===== config.mk =====
export PLATFORM = sky130hd
export DESIGN_NAME = mul_share_arb_flat
export DESIGN_NICKNAME = d
export VERILOG_FILES = /design/src/rtl/mul_share_arb_if.sv /design/src/rtl/mul_share_arb.sv /design/src/flat_wrapper.sv
export SDC_FILE = /design/constraint.sdc
export NUM_CORES = 1
export LEC_CHECK = 0
export ABC_CLOCK_PERIOD_IN_PS = 2500
export CORE_ASPECT_RATIO = 1.75
export CORE_MARGIN = 10
export CORE_UTILIZATION = 37
export DETAILED_ROUTE_END_ITERATION = 12
export GPL_ROUTABILITY_DRIVEN = 0
export HOLD_SLACK_MARGIN = 0.08
export PLACE_DENSITY = 0.89
export SLEW_MARGIN = 15
export SYNTH_ARGS = -nofsm -noshare
export SYNTH_HDL_FRONTEND = slang
export SYNTH_SLANG_ARGS = --single-unit

===== constraint.sdc =====
create_clock -name i_clk -period 2.5 [get_ports i_clk]
set_input_delay 0.5 -clock i_clk [delete_from_list [all_inputs] [get_ports i_clk]]
set_output_delay 0.5 -clock i_clk [all_outputs]
set_load 0.1 [all_outputs]

===== src/rtl/mul_share_arb_if.sv =====
// mul_share_arb_if: requester, shared-multiplier and response signals of the
// mul_share_arb block, bundled as one port.
//   master : operand sources, the combinational multiplier and the response sink
//   slave  : the arbiter/sequencer itself
interface mul_share_arb_if #(
    parameter int NREQ = 4,
    parameter int W    = 12,
    parameter int PW   = 22,
    parameter int IDW  = $clog2(NREQ)
);
    logic [NREQ-1:0]   req_valid;
    logic [NREQ-1:0]   req_ready;
    logic [NREQ*W-1:0] req_a;
    logic [NREQ*W-1:0] req_b;
    logic [W-1:0]      mul_a;
    logic [W-1:0]      mul_b;
    logic [PW-1:0]     mul_p;
    logic              rsp_valid;
    logic              rsp_ready;
    logic [IDW-1:0]    rsp_id;
    logic [PW-1:0]     rsp_p;

    modport master (
        output req_valid, req_a, req_b, mul_p, rsp_ready,
        input  req_ready, mul_a, mul_b, rsp_valid, rsp_id, rsp_p
    );

    modport slave (
        input  req_valid, req_a, req_b, mul_p, rsp_ready,
        output req_ready, mul_a, mul_b, rsp_valid, rsp_id, rsp_p
    );
endinterface


===== src/rtl/mul_share_arb.sv =====
// mul_share_arb: shares one combinational multiplier among NREQ requesters.
// A winner is granted in IDLE, its operands are registered onto mul_a/mul_b,
// the product is captured after MUL_LAT cycles and returned with the winner's
// index on a valid/ready response port.
// Build option: define MUL_SHARE_FIXED_PRIO_EN for fixed priority (lowest
// asserted index wins); default is round robin starting at ptr.
//
// state | meaning
// IDLE  | waiting for a request; grant and operand latch happen here
// ISSUE | operands on the multiplier, counting down the settle time
// DONE  | product held on the response port until rsp_ready
module mul_share_arb #(
    parameter int NREQ    = 4,
    parameter int W       = 12,
    parameter int PW      = 22,
    parameter int MUL_LAT = 1
) (
    input  logic             i_clk,
    input  logic             i_rst,
    mul_share_arb_if.slave   bus,
    output logic             o_busy
);
    localparam int IDW = (NREQ > 1) ? $clog2(NREQ) : 1;
    localparam int CW  = (MUL_LAT > 1) ? $clog2(MUL_LAT) : 1;

    typedef enum logic [1:0] {
        IDLE  = 2'd0,
        ISSUE = 2'd1,
        DONE  = 2'd2
    } state_t;

    state_t         r_state;
    state_t         w_state_nxt;
    logic [CW-1:0]  r_cnt;
    logic [W-1:0]   r_mul_a;
    logic [W-1:0]   r_mul_b;
    logic [PW-1:0]  r_rsp_p;
    logic [IDW-1:0] r_rsp_id;
`ifndef MUL_SHARE_FIXED_PRIO_EN
    logic [IDW-1:0] r_ptr;
`endif
    logic           w_any;
    logic [IDW-1:0] w_gnt;
    logic           w_take;
    logic           w_rsp_valid;

    // Winner search: first asserted valid starting from ptr (or from 0 in fixed mode)
    always_comb begin
        int v_idx;
        v_idx = 0;
        w_any = 1'b0;
        w_gnt = '0;
        for (int k = 0; k < NREQ; k++) begin
`ifdef MUL_SHARE_FIXED_PRIO_EN
            v_idx = k;
`else
            v_idx = int'(r_ptr) + k;
            if (v_idx >= NREQ) v_idx = v_idx - NREQ;
`endif
            if (!w_any && bus.req_valid[v_idx]) begin
                w_any = 1'b1;
                w_gnt = IDW'(v_idx);
            end
        end
    end

    // No grant while reset is asserted, even though the state already reads IDLE
    assign w_take = (r_state == IDLE) && w_any && !i_rst;

    // One-hot ready to the winner only
    always_comb begin
        bus.req_ready = '0;
        if (w_take) bus.req_ready[w_gnt] = 1'b1;
    end

    // Next-state and response-valid decode
    always_comb begin
        w_state_nxt = r_state;
        w_rsp_valid = 1'b0;
        case (r_state)
            IDLE:  if (w_take) w_state_nxt = ISSUE;
            ISSUE: if (r_cnt == '0) w_state_nxt = DONE;
            DONE: begin
                w_rsp_valid = 1'b1;
                if (bus.rsp_ready) w_state_nxt = IDLE;
            end
            default: w_state_nxt = IDLE;
        endcase
    end

    // State register
    always_ff @(posedge i_clk) begin
        if (i_rst) r_state <= IDLE;
        else       r_state <= w_state_nxt;
    end

    // Operand latch, settle counter, product capture and round-robin pointer
    always_ff @(posedge i_clk) begin
        if (i_rst) begin
            r_cnt    <= '0;
            r_mul_a  <= '0;
            r_mul_b  <= '0;
            r_rsp_p  <= '0;
            r_rsp_id <= '0;
`ifndef MUL_SHARE_FIXED_PRIO_EN
            r_ptr    <= '0;
`endif
        end else begin
            case (r_state)
                IDLE: begin
                    if (w_take) begin
                        r_mul_a  <= bus.req_a[int'(w_gnt)*W +: W];
                        r_mul_b  <= bus.req_b[int'(w_gnt)*W +: W];
                        r_rsp_id <= w_gnt;
                        r_cnt    <= CW'(MUL_LAT - 1);
`ifndef MUL_SHARE_FIXED_PRIO_EN
                        r_ptr    <= (int'(w_gnt) == NREQ - 1) ? '0 : w_gnt + 1'b1;
`endif
                    end
                end
                ISSUE: begin
                    if (r_cnt == '0) r_rsp_p <= bus.mul_p;
                    else             r_cnt   <= r_cnt - 1'b1;
                end
                default: ;
            endcase
        end
    end

    assign bus.mul_a     = r_mul_a;
    assign bus.mul_b     = r_mul_b;
    assign bus.rsp_p     = r_rsp_p;
    assign bus.rsp_id    = r_rsp_id;
    assign bus.rsp_valid = w_rsp_valid;
    assign o_busy        = (r_state != IDLE);
endmodule


===== src/flat_wrapper.sv =====
// flat-port wrapper written by rule: the top's interface ports become plain ports
module mul_share_arb_flat 
#(
    parameter int NREQ    = 4,
    parameter int W       = 12,
    parameter int PW      = 22,
    parameter int MUL_LAT = 1
)
  (i_clk, i_rst, o_busy, bus_req_valid, bus_req_a, bus_req_b, bus_mul_p, bus_rsp_ready, bus_req_ready, bus_mul_a, bus_mul_b, bus_rsp_valid, bus_rsp_id, bus_rsp_p);
  mul_share_arb_if #(.NREQ(NREQ), .W(W), .PW(PW), .IDW((2))) bus_i ();
  input  logic i_clk;
  input  logic i_rst;
  output logic o_busy;
  input wire logic [$bits(bus_i.req_valid)-1:0] bus_req_valid;
  input wire logic [$bits(bus_i.req_a)-1:0] bus_req_a;
  input wire logic [$bits(bus_i.req_b)-1:0] bus_req_b;
  input wire logic [$bits(bus_i.mul_p)-1:0] bus_mul_p;
  input wire logic [$bits(bus_i.rsp_ready)-1:0] bus_rsp_ready;
  output wire logic [$bits(bus_i.req_ready)-1:0] bus_req_ready;
  output wire logic [$bits(bus_i.mul_a)-1:0] bus_mul_a;
  output wire logic [$bits(bus_i.mul_b)-1:0] bus_mul_b;
  output wire logic [$bits(bus_i.rsp_valid)-1:0] bus_rsp_valid;
  output wire logic [$bits(bus_i.rsp_id)-1:0] bus_rsp_id;
  output wire logic [$bits(bus_i.rsp_p)-1:0] bus_rsp_p;
  assign bus_i.req_valid = bus_req_valid;
  assign bus_i.req_a = bus_req_a;
  assign bus_i.req_b = bus_req_b;
  assign bus_i.mul_p = bus_mul_p;
  assign bus_i.rsp_ready = bus_rsp_ready;
  assign bus_req_ready = bus_i.req_ready;
  assign bus_mul_a = bus_i.mul_a;
  assign bus_mul_b = bus_i.mul_b;
  assign bus_rsp_valid = bus_i.rsp_valid;
  assign bus_rsp_id = bus_i.rsp_id;
  assign bus_rsp_p = bus_i.rsp_p;
  mul_share_arb #(.NREQ(NREQ), .W(W), .PW(PW), .MUL_LAT(MUL_LAT)) u_core (.i_clk(i_clk), .i_rst(i_rst), .bus(bus_i), .o_busy(o_busy));
endmodule

==> impl_summary.log <==
[metrics] run status: completed
[metrics] via count: 2719
[metrics] final count of hold timing violations: 0
[metrics] unrepaired setup endpoints after global routing: false
[metrics] final wirelength: 9430 um
[metrics] number of slew-limit violations in the final report: 0
[metrics] Internal: approximately 0.0020 W
[metrics] Synthesized Nets: between 300 and 400
[metrics] area taken by multi-input logic gates: 1340 um2
[metrics] Leak Pwr: around 1.9 nW
[metrics] area overhead of the layout relative to synthesis: 82.4%
[metrics] Worst R2R Setup Slack: 0.46 ns
[metrics] Top FF cell, synth: dfxtp_1
[metrics] largest voltage drop on the vdd net: 0.419 mV
[metrics] TritonCTS Buffers: 5
[metrics] worst setup slack after layout: 0.0933 ns
[metrics] insertion delay of the later-clocked pin in the worst-skew pair: 0.28 ns
[metrics] DP Worst Slack: -0.168 ns
[metrics] met2 routed wirelength: a little under 5000 um
[metrics] share of layout cells above drive strength 1: 21.0%
[metrics] residual antenna-violating net count after detailed routing: 0
[metrics] worst-margin pin slew: 1.09 ns
[metrics] via/cell ratio: 5.00
[metrics] post-synthesis register bit count: between 50 and 60
[metrics] launch instance of the worst min-delay path: u_core.bus.rsp_id[1]
[metrics] core area: 6540 um2
[metrics] leading cell types by total area after synthesis: dfxtp_1 42%, mux2i_1 19%, nand2_1 11%
[metrics] worst setup path class: input pin to output pin
[metrics] Syn Inst Count: 273
[metrics] worst hold path endpoint: u_core.bus.rsp_id[1]
[metrics] die height: 129 um
[metrics] dominant cell type by area after synthesis: dfxtp_1
[metrics] FILL cells: 510
[metrics] capturing element type of the critical path: output pin
[metrics] M1 WL: 3120 um
[metrics] NetSw: 0.00160 W
[metrics] fraction of the yosys area taken by sequential cells: 41.8%
[metrics] destination of the worst register-to-register timing path: u_core.bus.mul_b[2]
[metrics] Power per Cell Area: 801 nW/um2
[metrics] overall routing resource usage: 16.9%
[metrics] TritonCTS clock tree: done
[metrics] category of the worst setup path launch point: input pin
[metrics] die width: 82.0 um
[metrics] Clock Tree Buf Depth: 2
[metrics] H-tree levels: 2
[metrics] HPWL Detailed: 8120 um
[metrics] Max Cap Violations: 0
[metrics] cell chosen for the clock root: clkbuf_16
[metrics] overall power of the completed layout: 0.00364 W
[metrics] Synthesis Warnings: 0
[metrics] count of clock tree sinks: 52
[metrics] number of iterations in the first detailed-routing pass: 4
[metrics] post-route worst hold slack: 0.450 ns
[metrics] part of the power in combinational logic: between 50% and 60%
[metrics] Layout Skew: 0.00583 ns
[metrics] Final Cycle Share: 96.3%
[metrics] routed wirelength normalized by instance count: 17.3 um
[metrics] clock group share of total power: 20.7%
[metrics] via count of the first global-routing pass: a little under 3k
[metrics] Post-Synthesis Cell Area: 2490 um2
[metrics] overflow left after global routing: 0
[metrics] Synth Area per Inst: just over 9 um2
[metrics] Setup violations, final: 0
[metrics] count of cell types in the netlist: 24
[metrics] sequential cell area: 1040 um2
[metrics] startpoint of the worst register-to-register path: u_core.r_ptr[0]
[metrics] uppermost layer routed: met4
[metrics] number of DRC violations after detailed routing: 0
[metrics] relative slew slack: approximately 27%
[metrics] row count: 39
[metrics] summed negative setup slack over all endpoints: 0 ns
[metrics] clock transition at the registers of the reported paths: 0.07 ns
[metrics] pin count of the biggest net entering global routing: 26
[metrics] most common cell in the synthesized netlist: nand2_1
[metrics] net total in the final layout: 586
[metrics] critical path arrival: 1.91 ns
[metrics] initial antenna violation count: 0
[metrics] initial cell density of the core: 38.1%
[metrics] top fanout value on the critical path: 3
[metrics] number of buffer cells added on primary ports: 178
[metrics] Max Clock Freq: between 400 and 500 MHz
[metrics] part of the power in registers: 28.0%
[metrics] Top Ports: between 150 and 200
[metrics] starting DRC count in detailed routing: between 60 and 70
[metrics] number of cells on the worst reg-to-reg path: 8
[metrics] Sw Ratio: 44.0%
[metrics] data required time at the worst endpoint: 2.00 ns
[metrics] Commonest cells post-synth: 71 x nand2_1, 52 x dfxtp_1, 48 x mux2i_1
[metrics] number of cells traversed by the worst hold path: 2
[metrics] core utilization of the finished layout: 69.5%
[metrics] met3 WL post-DR: about 1200 um
[metrics] number of synthesized flops with an enable pin: 0
[metrics] wire length of the first global-routing pass: 14200 um
[metrics] Hold Crit Class: register to register
[metrics] fraction of post-synthesis cell area in the top cell type by area: around two fifths
[metrics] asr flop ratio synth: 0%
[metrics] Antenna diodes: 0
[metrics] area of the die: 10500 um2
[metrics] post-layout minimum cycle time: roughly 2.4 ns
[registers in the layout, summed over array words and instances, names as in the netlist]
signal and cells:
u_core.bus.rsp_p 22, u_core.bus.mul_a 12, u_core.bus.mul_b 12, u_core.bus.rsp_id 2, u_core.r_ptr 2, u_core.r_state 2
[power groups by stage]
stage	sequential [W]	clock [W]	combinational (W)
3_5_place_dp	0.00103	0	0.00187
5_1_grt	0.00103	0.000798	0.00194
2_1_floorplan	0.00179	0	0.000577
6_report	0.00102	0.000755	0.00187
4_1_cts	0.00102	0.000773	0.00188
3_3_place_gp	0.00103	0	0.00184
[worst max-delay path, stage by stage]
cell and delay, ns:
dlygate4sd2_1 0.26, nor2b_1 0.14, or4_4 0.53, nand2_8 0.11, inv_2 0.06, nor2_4 0.12
buf_12 0.18
[worst max path at each step]
stage                      start                to  slack, ns  cells after the start
6_report        bus_req_valid[2]  bus_req_ready[3]       0.09                      7
5_1_grt         bus_req_valid[2]  bus_req_ready[3]       0.06                      7
4_1_cts         bus_req_valid[2]  bus_req_ready[1]       0.09                      7
3_5_place_dp    bus_req_valid[1]  bus_req_ready[2]      -0.17                      8
3_3_place_gp    bus_req_valid[1]  bus_req_ready[1]      -0.12                      7
2_1_floorplan  u_core.r_state[1]  bus_req_ready[2]      0.002                      6
[final cells by class]
type / count / share of cell area [%]
Sequential cell: 52 / 22.9
Tap cell: 82 / 2.26
Timing Repair Buffer: 200 / 41.7
Inverter: 2 / 0.165
Clock buffer: 6 / 2.84
Multi-Input combinational cell: 200 / 29.4
Clock inverter: 2 / 0.771
[cell usage in the layout (no fill, tap or decap)]
| cell type | count |
|---|---|
| clkdlybuf4s50_1 | 120 |
| nand2_1 | 70 |
| buf_4 | 69 |
| dfxtp_1 | 52 |
| mux2i_1 | 48 |
| a21oi_1 | 27 |
| o221ai_1 | 24 |
| buf_12 | 7 |
| nor2_1 | 5 |
| clkbuf_16 | 5 |
| nor2b_1 | 4 |
| nor2_4 | 4 |
| dlygate4sd2_1 | 4 |
| nor2_2 | 3 |
| nand2b_1 | 3 |
| a21o_1 | 2 |
| or2_4 | 1 |
| nor2b_4 | 1 |
| or4_4 | 1 |
| inv_1 | 1 |
| o221ai_2 | 1 |
| nand2_8 | 1 |
| o22a_1 | 1 |
| nand2_2 | 1 |
| inv_2 | 1 |
| nor3_1 | 1 |
| xnor2_1 | 1 |
| a211oi_1 | 1 |
| bufinv_16 | 1 |
| clkinv_2 | 1 |
| clkbuf_1 | 1 |
[metal layers]
layer  vias to the layer above  GRT usage, %
met3                        12          8.72
met4                         0          5.63
li1                       1342             -
met5                         -             0
met1                      1232          15.3
met2                       133          31.0
[stage by stage]
step	cell area (um2)	instances
2_1_floorplan	2520	273
3_3_place_gp	4370	535
3_5_place_dp	4370	535
4_1_cts	4540	544
5_1_grt	4540	544
6_report	4540	544
[kinds of logic (layout without fill, tap and decap cells)]
group / after synthesis / in the layout / share of synthesized area, %
and+or+nand+nor: 95 / 95 / 16.3
muxes: 48 / 48 / 19.3
xor gates and xnor gates: 1 / 1 / 0.352
DFF: 52 / 52 / 41.8
buffers and inverters: 21 / 210 / 6.53
AOI/OAI and AO/OA: 56 / 56 / 15.7
[what timing repair did]
action	4_1_cts	5_1_grt
gates resized for setup	8	0
hold buffers	0	0
endpoints found under the setup margin	4	0
setup buffers	1	0
Power figures use the tool's default switching activity.
